===== src/rtl/uart_rx_byte.sv =====
// ---------------------------------------------------------------------------
// uart_rx_byte
//
// Oversampling asynchronous serial receiver for the host-side end of the
// camera Txd stream. Frames are 8N1 by default: one start bit, eight data bits
// LSB-first, and one stop bit. Each received byte is held in a one-entry
// register with a level valid / ack handshake.
//
// Build option:
//   UART_RX_PARITY_EN  - when defined, frames are 8E1. An even-parity bit
//                        follows the data bits. A mismatch pulses parity_err
//                        and the byte is discarded. When undefined, there is
//                        no parity state and parity_err is tied low.
//
// Parameters:
//   CLK_FREQ  - SYS_CLK frequency in Hz
//   BAUD      - line rate in bit/s. BIT_CNT = CLK_FREQ/BAUD, HALF = BIT_CNT/2
//
// Ports:
//   SYS_CLK     in   system clock; all logic on the rising edge
//   RST_N       in   asynchronous active-low reset
//   Rxd         in   serial line, idle high, asynchronous to SYS_CLK
//   rx_data     out  [7:0] held received byte
//   rx_valid    out  high while rx_data holds an unconsumed byte
//   rx_ack      in   consumer accepts rx_data (only honoured while rx_valid=1)
//   rx_busy     out  high while a frame is being received
//   frame_err   out  one-cycle pulse: stop bit sampled low
//   overrun     out  one-cycle pulse: byte completed while the holding
//                    register was still full
//   parity_err  out  one-cycle pulse: parity mismatch (parity build only)
// ---------------------------------------------------------------------------
module uart_rx_byte #(
  parameter int CLK_FREQ = 50_000_000,
  parameter int BAUD     = 115200
) (
  input  logic       SYS_CLK,
  input  logic       RST_N,
  input  logic       Rxd,
  output logic [7:0] rx_data,
  output logic       rx_valid,
  input  logic       rx_ack,
  output logic       rx_busy,
  output logic       frame_err,
  output logic       overrun,
  output logic       parity_err
);

  localparam int BIT_CNT = CLK_FREQ / BAUD;
  localparam int HALF    = BIT_CNT / 2;
  localparam int TW      = $clog2(BIT_CNT) + 1;

  // Terminal counts of the bit timer. The timer wraps to zero at each sample.
  localparam logic [TW-1:0] BIT_LAST  = TW'(BIT_CNT - 1);
  localparam logic [TW-1:0] HALF_LAST = TW'(HALF - 1);

`ifdef UART_RX_PARITY_EN
  typedef enum logic [2:0] {
    S_IDLE   = 3'd0,
    S_START  = 3'd1,
    S_DATA   = 3'd2,
    S_PARITY = 3'd3,
    S_STOP   = 3'd4
  } state_t;
`else
  typedef enum logic [1:0] {
    S_IDLE  = 2'd0,
    S_START = 2'd1,
    S_DATA  = 2'd2,
    S_STOP  = 2'd3
  } state_t;
`endif

  // Even parity of a data byte: the XOR of all eight bits.
  function automatic logic f_parity(input logic [7:0] d);
    return ^d;
  endfunction

  // Input synchronizer plus one history flop for edge detection.
  logic r_sync1;
  logic r_sync2;
  logic r_prev;
  logic w_rxs;
  logic w_fall;

  state_t        r_state;
  logic [TW-1:0] r_timer;
  logic [2:0]    r_idx;
  logic [7:0]    r_shift;
  logic [7:0]    r_data;
  logic          r_valid;
  logic          r_busy;
  logic          r_ferr;
  logic          r_ovr;
`ifdef UART_RX_PARITY_EN
  logic          r_perr;
  logic          r_par_bad;
`endif

  assign w_rxs  = r_sync2;
  // A start needs a genuine 1->0 transition, so a line stuck low never retriggers.
  assign w_fall = r_prev & ~w_rxs;

  // Bring Rxd into the SYS_CLK domain and keep one cycle of history.
  always_ff @(posedge SYS_CLK or negedge RST_N) begin
    if (!RST_N) begin
      r_sync1 <= 1'b1;
      r_sync2 <= 1'b1;
      r_prev  <= 1'b1;
    end else begin
      r_sync1 <= Rxd;
      r_sync2 <= r_sync1;
      r_prev  <= r_sync2;
    end
  end

  // Frame FSM, bit timer, shift register, holding register and status pulses.
  always_ff @(posedge SYS_CLK or negedge RST_N) begin
    if (!RST_N) begin
      r_state   <= S_IDLE;
      r_timer   <= '0;
      r_idx     <= 3'd0;
      r_shift   <= 8'd0;
      r_data    <= 8'd0;
      r_valid   <= 1'b0;
      r_busy    <= 1'b0;
      r_ferr    <= 1'b0;
      r_ovr     <= 1'b0;
`ifdef UART_RX_PARITY_EN
      r_perr    <= 1'b0;
      r_par_bad <= 1'b0;
`endif
    end else begin
      // Status outputs are single-cycle pulses unless set below.
      r_ferr <= 1'b0;
      r_ovr  <= 1'b0;
`ifdef UART_RX_PARITY_EN
      r_perr <= 1'b0;
`endif

      // Consumer handshake. A commit later in this block overrides the clear,
      // which lets a new byte load in the same cycle the old one is taken.
      if (r_valid && rx_ack) begin
        r_valid <= 1'b0;
      end else begin
        r_valid <= r_valid;
      end

      case (r_state)
        S_IDLE: begin
          r_timer <= '0;
          if (w_fall) begin
            r_state <= S_START;
            r_busy  <= 1'b1;
          end else begin
            r_busy  <= 1'b0;
          end
        end

        // Re-check the start bit at its centre to reject short glitches.
        S_START: begin
          if (r_timer == HALF_LAST) begin
            r_timer <= '0;
            if (w_rxs) begin
              r_state <= S_IDLE;
              r_busy  <= 1'b0;
            end else begin
              r_state <= S_DATA;
              r_idx   <= 3'd0;
            end
          end else begin
            r_timer <= r_timer + TW'(1);
          end
        end

        // Sampling is now aligned to bit centres; shift in LSB-first.
        S_DATA: begin
          if (r_timer == BIT_LAST) begin
            r_timer <= '0;
            r_shift <= {w_rxs, r_shift[7:1]};
            r_idx   <= r_idx + 3'd1;
            if (r_idx == 3'd7) begin
`ifdef UART_RX_PARITY_EN
              r_state <= S_PARITY;
`else
              r_state <= S_STOP;
`endif
            end else begin
              r_state <= S_DATA;
            end
          end else begin
            r_timer <= r_timer + TW'(1);
          end
        end

`ifdef UART_RX_PARITY_EN
        // The verdict is kept until the stop bit, where a framing error takes precedence.
        S_PARITY: begin
          if (r_timer == BIT_LAST) begin
            r_timer   <= '0;
            r_par_bad <= (w_rxs != f_parity(r_shift));
            r_state   <= S_STOP;
          end else begin
            r_timer <= r_timer + TW'(1);
          end
        end
`endif

        S_STOP: begin
          if (r_timer == BIT_LAST) begin
            r_timer <= '0;
            r_state <= S_IDLE;
            r_busy  <= 1'b0;
            if (!w_rxs) begin
              r_ferr <= 1'b1;
`ifdef UART_RX_PARITY_EN
            end else if (r_par_bad) begin
              r_perr <= 1'b1;
`endif
            end else if (!r_valid || rx_ack) begin
              r_data  <= r_shift;
              r_valid <= 1'b1;
            end else begin
              // Holding register still full: keep the old byte, drop the new one.
              r_ovr <= 1'b1;
            end
          end else begin
            r_timer <= r_timer + TW'(1);
          end
        end

        default: begin
          r_state <= S_IDLE;
          r_timer <= '0;
          r_busy  <= 1'b0;
        end
      endcase
    end
  end

  assign rx_data   = r_data;
  assign rx_valid  = r_valid;
  assign rx_busy   = r_busy;
  assign frame_err = r_ferr;
  assign overrun   = r_ovr;
`ifdef UART_RX_PARITY_EN
  assign parity_err = r_perr;
`else
  assign parity_err = 1'b0;
`endif

endmodule


===== config.mk =====
export PLATFORM = sky130hd
export DESIGN_NAME = uart_rx_byte
export DESIGN_NICKNAME = d
export VERILOG_FILES = /design/src/rtl/uart_rx_byte.sv
export SDC_FILE = /design/constraint.sdc
export NUM_CORES = 1
export LEC_CHECK = 0
export ABC_AREA = 1
export CORE_ASPECT_RATIO = 1.1
export CORE_MARGIN = 2
export CORE_UTILIZATION = 55
export DETAILED_ROUTE_END_ITERATION = 10
export PLACE_DENSITY = 0.77
export SYNTH_ARGS = -nofsm -noshare
export SYNTH_HDL_FRONTEND = slang
export SYNTH_SLANG_ARGS = --single-unit
export TNS_END_PERCENT = 50

===== constraint.sdc =====
create_clock -name SYS_CLK -period 3.4 [get_ports SYS_CLK]
set_clock_uncertainty 0.2 [all_clocks]
set_input_delay 0.34 -clock SYS_CLK [delete_from_list [all_inputs] [get_ports SYS_CLK]]
set_output_delay 0.34 -clock SYS_CLK [all_outputs]
set_load 0.02 [all_outputs]

Yosys cells after proc, flatten, opt, wreduce, memory -nomap -nowiden
Cells that the tools add are included.
Widths: inputs -> output; s select.
- $add $sub $neg: 2
- multiply operators: 0
- bitwise logic cells: 2
- divide/modulo/power cells: 0
- equal/unequal tests: 12
- reductions and logical operators: 12
- shifts and indexed selects: 0
- multiplexer cells: 31
- order comparisons: 0
- operators with widths (cell ; number):
    $pmux 10 s3 ; 1
    $mux 10 ; 2
    $mux 1 ; 17
    $reduce_and 4->1 ; 4
    $ne 2x2->1 const B ; 6
    $add 10x1->10 const B ; 1
    $eq 10x8->1 const B ; 1
    $eq 10x9->1 const B ; 1
    $mux 2 ; 5
    $mux 3 ; 3
    $pmux 2 s4 ; 1
    $pmux 3 s2 ; 1
    $eq 2x2->1 const B ; 2
    $add 3x1->3 const B ; 1
    $eq 3x3->1 const B ; 1
    $pmux 1 s3 ; 1
    $reduce_bool 3->1 ; 1
    $eq 2x1->1 const B ; 1
    $logic_not 2->1 ; 1
    $reduce_and 2->1 ; 1
    $reduce_bool 2->1 ; 1
    $reduce_or 2->1 ; 1
    $and 1x1->1 ; 1
    $logic_and 1x1->1 ; 1
    3 further kinds ; 3
- flip-flop bits (word level): 38
- output and inout bits: 13
- bits in latches: 0
- memories kept: 0
- memory bits (writable): 0
- ROM bits: 0
- input bits: 4

Longest topological paths before layout
Gate-level depths: netlist of the first run.
- depth in word-level cells: 6
- gate-level depth with buffers: 10
- gate-level depth less buffers: 10

Worst setup path before layout of the first run
Ideal clock, no wire load.
- kind: register to register
- from: register r_timer[1]
- to: register (tool-made name)
- buffers on the path: 0
- period minus slack after synthesis: 1.529 ns
- setup time: 0.120 ns
- stages on the path, launching flop included: 10
- path slack: 1.871 ns
- arrival time: 1.209 ns
- required time: 3.080 ns
- cell sequence: dfrtp_1 inv_1 ha_1 nand2_1 nor2_1 nand3_1 nand2_1 nand2_4 o21bai_2 nand2_1
- RTL lines (element ; RTL line ; source):
    start: declaration ; 86 ; logic [TW-1:0] r_timer;
    start signal: assignment ; 171 ; r_timer <= r_timer + TW'(1);
    start signal: assignment ; 191 ; r_timer <= r_timer + TW'(1);
    start signal: assignment ; 227 ; r_timer <= r_timer + TW'(1);

Worst setup path in the final report of the first run
- from: register r_data[6], in the netlist rx_data[6]
- to: output rx_data[6]
- RTL lines (element ; RTL line ; source):
    start: declaration ; 89 ; logic [7:0] r_data;
    start signal: assignment ; 220 ; r_data <= r_shift;
    end: declaration ; 39 ; output logic [7:0] rx_data,
No word-level cell between the ends.

==> run_results.csv, run 1 <==
group,metric,value,unit
run_status,status,"complete, no violations",
clock_tree,clk_pin_slew_worst_paths,110,ps
final_layout,post_route_cells_drive_above_1_share,18.18,%
timing,period_minus_slack,1869,ps
timing,report.final.setup_viol,0,
global_routing,first_global_vias,1331,
yosys,synth_top_family_by_area,"simple AND/OR/NAND/NOR gates",
final_layout,n_antenna_cell,0,
yosys,synth-edff-count,0,
route,drc,0,
final_layout,stdcell_count,279,
yosys,post_synth_mux_area_share,0,%
job,max_cap_viol_count,0,
clock_tree,maximum_buffer_depth_of_the_clock_tree,2,
final_layout,syn_to_final_growth,13.62,%
placement,worst_setup_slack_after_placement,1644,ps
route,post_drt_wl_per_cell,11.86,um
yosys,fraction_of_the_mapped_netlist_area_in_compound_gates,3.453,%
yosys,yosys_most_used_dff,"dfrtp_1",
final_layout,num-fill-cells,272,
global_routing,wire_length_of_the_first_global_routing_pass,5.989,mm
floorplanning,initial_utilization,57.66,%
clock_tree,cts_hold_buf,1,
global_routing,grt_usage,20.42,%
floorplanning,boundaryPins,17,
critical_path,timing.setup.critical_path_class,"reg -> out",
floorplanning,core_area,0.003331,mm^2
clock_tree,cts-buffers-inserted,5,
timing,period_share,54.96,%
clock_tree,cts.sinks,38,
route,post_drt_via_cell_ratio,4.892,
placement,gp_routability_congestion,0.8895,
timing,fin_setup_tns,0,ps
global_routing,grt_antenna_before_repair,0,
floorplanning,floorplan.rows,22,
placement,io_buffers,15,
route,detailedRoute.firstPassIterationCount,5,
pwr,irDropWorstVdd,0.4725,mV
critical_path,timing.critical_path.cells,"clkdlybuf4s50_1",
clock_tree,cts.root.buffer_cell,"clkbuf_4",
timing,max_slew_margin,47.08,%
timing,rsz0062_at_grt,"false",
global_routing,largest_net_degree_at_the_start_of_global_routing,39,
critical_path,critical_path_required,2860,ps
timing,timing.final.hold_violations,0,
yosys,synthTopCellsByArea,"dfrtp_1, nand2_1, dfstp_2, inv_1, nor2_1",
pwr,report.power.total,1.218,mW
critical_path,critPathMaxFanout,2,
yosys,synthesized_net_count,221,
yosys,post_synth_inst_count,212,
clock_tree,clock_tree_from_tritoncts,"built",
yosys,synth-async-reset-ratio,100.0,%
timing,fmax,535.1,MHz
critical_path,cpPeakStageDelay,610,ps
critical_path,critPathCaptureType,"primary output",
critical_path,cpLargestDelayFamily,"buffers and inverters",
yosys,post_synth_xor_area_fraction,0.9121,%
yosys,post_synthesis_share_of_cell_area_spent_on_full_adders_half_adders_and_majority_gates,3.257,%
critical_path,timing.critical_path.slowest_stage_cell,"clkdlybuf4s50_1",
clock_tree,postCtsResizedCells,0,
min_path,min-delay-path-class,"reg -> reg",
yosys,synthDominantCellAreaShare,45.60,%
clock_tree,cts_post_setup_buffers_inserted,0,
yosys,syn_area,0.001921,mm^2
yosys,synthSimpleGateAreaFrac,35.11,%
critical_path,cp_data_arrival_time,1330,ps
final_layout,final_stage_net_count,240,
floorplanning,floorplan_die_height,65.98,um
yosys,synth_area_per_cell,9.059,um^2
pwr,static-leakage-power,1.065,nW
pwr,pwr_density_cell,558.4,mW/mm^2
floorplanning,dieArea,0.003981,mm^2
global_routing,overflow_left_after_global_routing,0,
placement,placed_wire_length_estimate_after_detailed_placement,2.469,mm
yosys,synth.yosys.warnings,0,
timing,slew_violations,0,
route,num_vias,1365,
clock_tree,htree_num_levels,2,
yosys,ys_types,32,
final_layout,fin_util,65.51,%
floorplanning,die_width,60.34,um
clock_tree,clkLatencyLatePin,340,ps
yosys,yosysSeqAreaShare,49.71,%
critical_path,critPathBufInv,1,
route,detail-route-antenna-nets,0,
placement,placed_cells,271,
route,initialDrtViolationCount,35,
critical_path,start_kind,"register",
route,routed_wirelength,3.308,mm
yosys,synth_top_area_cell,"dfrtp_1",
timing,timing.final.ws_setup,1531,ps
yosys,yosys_register_bits,38,
timing,worstMarginPinSlew,793.8,ps
-- flip-flops by register name (all words and copies together) (netlist names), named ones only --
name,cells
r_timer,10
rx_data,8
r_sync2,1
r_shift,8
rx_busy,1
r_prev,1
r_state,1
overrun,1
rx_valid,1
r_sync1,1
r_idx,3
frame_err,1
-- power by group --
part / switching [mW] / internal (mW)
clock: 0.144 / 0.171
combinational: 0.242 / 0.123
sequential: 0.0496 / 0.489
-- metrics by stage --
stage	cell area (um^2)	hold WS, ps
finish	2182	162.4
global route	2182	168.7
global placement	2091	148.5
floorplan	1921	-155.6
detailed placement	2091	149.0
CTS	2182	165.6
-- worst paths after layout --
kind,from,to,slack (ps),depth (start not counted)
worst max-delay path,rx_data[6]$_DFFE_PN0P_,rx_data[6],1530,1
worst min-delay path,r_sync1$_DFF_PN1_,r_sync2$_DFF_PN1_,160,0
worst max register to register,r_timer[1]$_DFF_PN0_,r_timer[0]$_DFF_PN0_,1680,9
worst min register to register,r_sync1$_DFF_PN1_,r_sync2$_DFF_PN1_,160,0
max in group asynchronous,RST_N,rx_data[3]$_DFFE_PN0P_,2100,2
min in group asynchronous,RST_N,r_timer[2]$_DFF_PN0_,410,2
-- Yosys cell counts (2+ instances only) --
cell      count
buf_4         2
o21ai_1      10
nor2_4        4
nor2_1       19
dfrtp_1      35
clkinv_2      2
nand3_2       3
nor3_1        4
nor2_8        2
nand2_1      59
ha_1          5
nand3_1       6
nand2_4       3
nor3_2        3
nand2_2       3
nor2_2        2
inv_2         5
inv_1        19
nand4_1      11
dfstp_2       3
-- per-layer routing --
layer	up-vias	GRT usage (%)	wire (um)
met5	-	0	0
met4	0	7.500	43
met3	5	6.067	84
met2	13	30.98	1586
met1	634	27.42	1595
li1	713	-	-
-- logic make-up (layout without fill, tap and decap cells) --
logic type	after synthesis	count (layout)
simple gates	123	123
flops	38	38
buf+inv	31	50
compound gates	12	12
fa+ha+maj	5	5
xor+xnor	2	2
other cells	1	1
-- area by class of cell --
cell class                 instances  area [um^2]  area share, %
clock buffer                       6        51.30          2.351
timing repair buffer              16        155.1          7.110
sequential                        38        954.7          43.75
clock inverter                     1        30.03          1.376
tap                               48        60.06          2.752
inverter                          27        106.4          4.874
multi-input combinational        143        824.5          37.79
-- cell usage in the layout (no fill, tap or decap), drive strengths merged --
master / n
o21ai: 10
nor3: 7
conb: 1
a21oi: 1
nand2: 65
bufinv: 1
clkbuf: 6
buf: 1
xnor2: 1
nand3b: 1
dlygate4sd3: 1
nand3: 10
clkinv: 2
nor2: 27
dfrtp: 35
clkdlybuf4s50: 14
nor4: 1
inv: 25
nand4: 12
xor2: 1
ha: 5
dfstp: 3
o21bai: 1
Note: power is estimated with default switching activity, not from simulation.
==> run 2, diff against run 1 <==
==> constraint.sdc (replaced) <==
create_clock -name SYS_CLK -period 1.9 [get_ports SYS_CLK]
set_clock_uncertainty 0.2 [all_clocks]
set_input_delay 0.19 -clock SYS_CLK [delete_from_list [all_inputs] [get_ports SYS_CLK]]
set_output_delay 0.19 -clock SYS_CLK [all_outputs]
set_load 0.02 [all_outputs]
==> run_results.csv, run 2 (same netlist as run 1, synthesis figures left out) <==
group,metric,value,unit
floorplanning,core_area,0.003331,mm^2
route,initialDrtViolationCount,87,
clock_tree,cts.sinks,38,
min_path,min-delay-path-class,"in -> reg",
timing,hold_ws,35.62,ps
final_layout,largest_reg_flops,10,
floorplanning,initial_utilization,57.66,%
placement,placed_wire_length_estimate_after_detailed_placement,2.423,mm
critical_path,timing.setup.critical_path_class,"reg -> reg",
global_routing,grt_antenna_before_repair,0,
timing,timing.final.hold_violations,0,
clock_tree,postCtsResizedCells,0,
run_status,status,"complete, no violations",
global_routing,wire_length_of_the_first_global_routing_pass,5.754,mm
clock_tree,htree_num_levels,2,
timing,report.final.setup_viol,0,
route,detail-route-antenna-nets,0,
route,post_drt_via_cell_ratio,4.996,
placement,io_buffers,15,
global_routing,largest_net_degree_at_the_start_of_global_routing,39,
timing,fin_setup_tns,0,ps
route,detailedRoute.firstPassIterationCount,4,
floorplanning,floorplan_die_height,65.98,um
floorplanning,dieArea,0.003981,mm^2
critical_path,critical_path_required,1930,ps
pwr,static-leakage-power,1.071,nW
clock_tree,clock_tree_from_tritoncts,"built",
final_layout,n_antenna_cell,0,
timing,period_minus_slack,1729,ps
final_layout,most-common-layout-cells,"nand2_1, dfrtp_1, inv_1, nor2_1, clkdlybuf4s50_1",
floorplanning,floorplan.rows,22,
floorplanning,die_width,60.34,um
critical_path,timing.critical_path.cells,"ha_1 > nand3_1 > nor2_1 > nand2_1 > nor3_1 > nor3_2",
timing,fmax,578.4,MHz
route,routed_wirelength,3.251,mm
critical_path,critPathMaxFanout,5,
pwr,irDropWorstVdd,0.7576,mV
placement,placed_cells,272,
final_layout,post_route_cells_drive_above_1_share,18.45,%
global_routing,overflow_left_after_global_routing,0,
final_layout,register_with_the_most_flip_flops,"r_timer",
clock_tree,cts.root.buffer_cell,"clkbuf_4",
pwr,pwr_density_cell,993.5,mW/mm^2
clock_tree,clk_pin_slew_worst_paths,110,ps
critical_path,cpPeakStageDelay,440,ps
clock_tree,clkLatencyLatePin,350,ps
final_layout,mostFrequentLayoutCell,"nand2_1",
critical_path,start_kind,"register",
global_routing,grt_usage,19.51,%
job,max_cap_viol_count,0,
route,post_drt_wl_per_cell,11.57,um
timing,slew_violations,0,
final_layout,syn_to_final_growth,14.20,%
placement,placedInstanceArea,0.002098,mm^2
global_routing,first_global_vias,1297,
placement,gp_routability_congestion,0.8610,
final_layout,fin_util,65.85,%
floorplanning,boundaryPins,17,
clock_tree,maximum_buffer_depth_of_the_clock_tree,2,
route,drc,0,
final_layout,stdcell_count,281,
critical_path,cp_data_arrival_time,1760,ps
final_layout,cell_area_after_layout,0.002193,mm^2
timing,period_share,90.99,%
route,num_vias,1404,
critical_path,critPathCaptureType,"register",
critical_path,timing.critical_path.slowest_stage_cell,"dfrtp_1",
timing,rsz0062_at_grt,"false",
clock_tree,cts-buffers-inserted,5,
final_layout,final_stage_net_count,241,
-- run 2: changes by cell type in the layout (fill, tap and decap cells not counted) --
cell	delta
buf_4	+1
clkbuf_1	+1
-- run 2: area by class of cell --
cell class	count	area (um^2)
multi-input cells	143	824.5
fillers	271	1137
clock buffers	7	55.05
repair buffers	17	162.7
inverters	27	106.4
flip-flops and latches	38	954.7
clock inverters	1	30.03
well taps	48	60.06
-- run 2: final timing paths --
| path | from | end | slack [ps] | depth (start not counted) |
|---|---|---|---|---|
| setup / recovery | r_timer[0]$_DFF_PN0_ | r_timer[8]$_DFF_PN0_ | 170 | 6 |
| hold / removal | Rxd | r_sync1$_DFF_PN1_ | 40 | 1 |
| setup reg to reg | r_timer[0]$_DFF_PN0_ | r_timer[8]$_DFF_PN0_ | 170 | 6 |
| hold reg to reg | r_sync1$_DFF_PN1_ | r_sync2$_DFF_PN1_ | 170 | 0 |
| max in group asynchronous | RST_N | r_sync1$_DFF_PN1_ | 960 | 3 |
| min in group asynchronous | RST_N | rx_busy$_DFFE_PN0P_ | 210 | 3 |
-- run 2: per-stage QoR --
step	total power, mW	setup WS [ps]
final	2.179	171.2
after global routing	2.313	27.95
after CTS	2.191	157.5
after detailed placement	1.632	211.2
after global placement	1.628	227.1
after floorplan	1.509	371.3
-- run 2: power by group --
group,total (mW),internal [mW],switching (mW)
clock network,0.568,0.314,0.254
logic,0.649,0.221,0.429
registers,0.961,0.875,0.0864
total,2.18,1.41,0.769
-- run 2: per-layer routing --
| layer | vias to the layer above | GRT usage (%) | wire [um] |
|---|---|---|---|
| met5 | - | 0 | 0 |
| met4 | 0 | 8.333 | 75 |
| met3 | 10 | 4.697 | 99 |
| met2 | 23 | 29.76 | 1518 |
| met1 | 658 | 26.24 | 1557 |
| li1 | 713 | - | - |
-- run 2: timing repair --
action | in CTS | in global routing
endpoints found under the hold margin | 35 | 0
hold buffers | 1 | 0
setup endpoints to repair | 0 | 0
setup buffers | 0 | 0
-- run 2: worst max-delay path, delay by kind of cell (launching register included) --
family,cells,cell delay [ps]
adders and majority gates,1,200
DFF,1,440
and+or+nand+nor,5,780
==> run 3, diff against run 2 <==
--- a/config.mk
+++ b/config.mk
@@ -6,6 +6,7 @@
 export NUM_CORES = 1
 export LEC_CHECK = 0
 export ABC_AREA = 1
+export CAP_MARGIN = 20
 export CORE_ASPECT_RATIO = 1.1
 export CORE_MARGIN = 2
 export CORE_UTILIZATION = 55
==> results of run 3 <==
The final DEF is identical to that of run 2; final timing and power are the same.
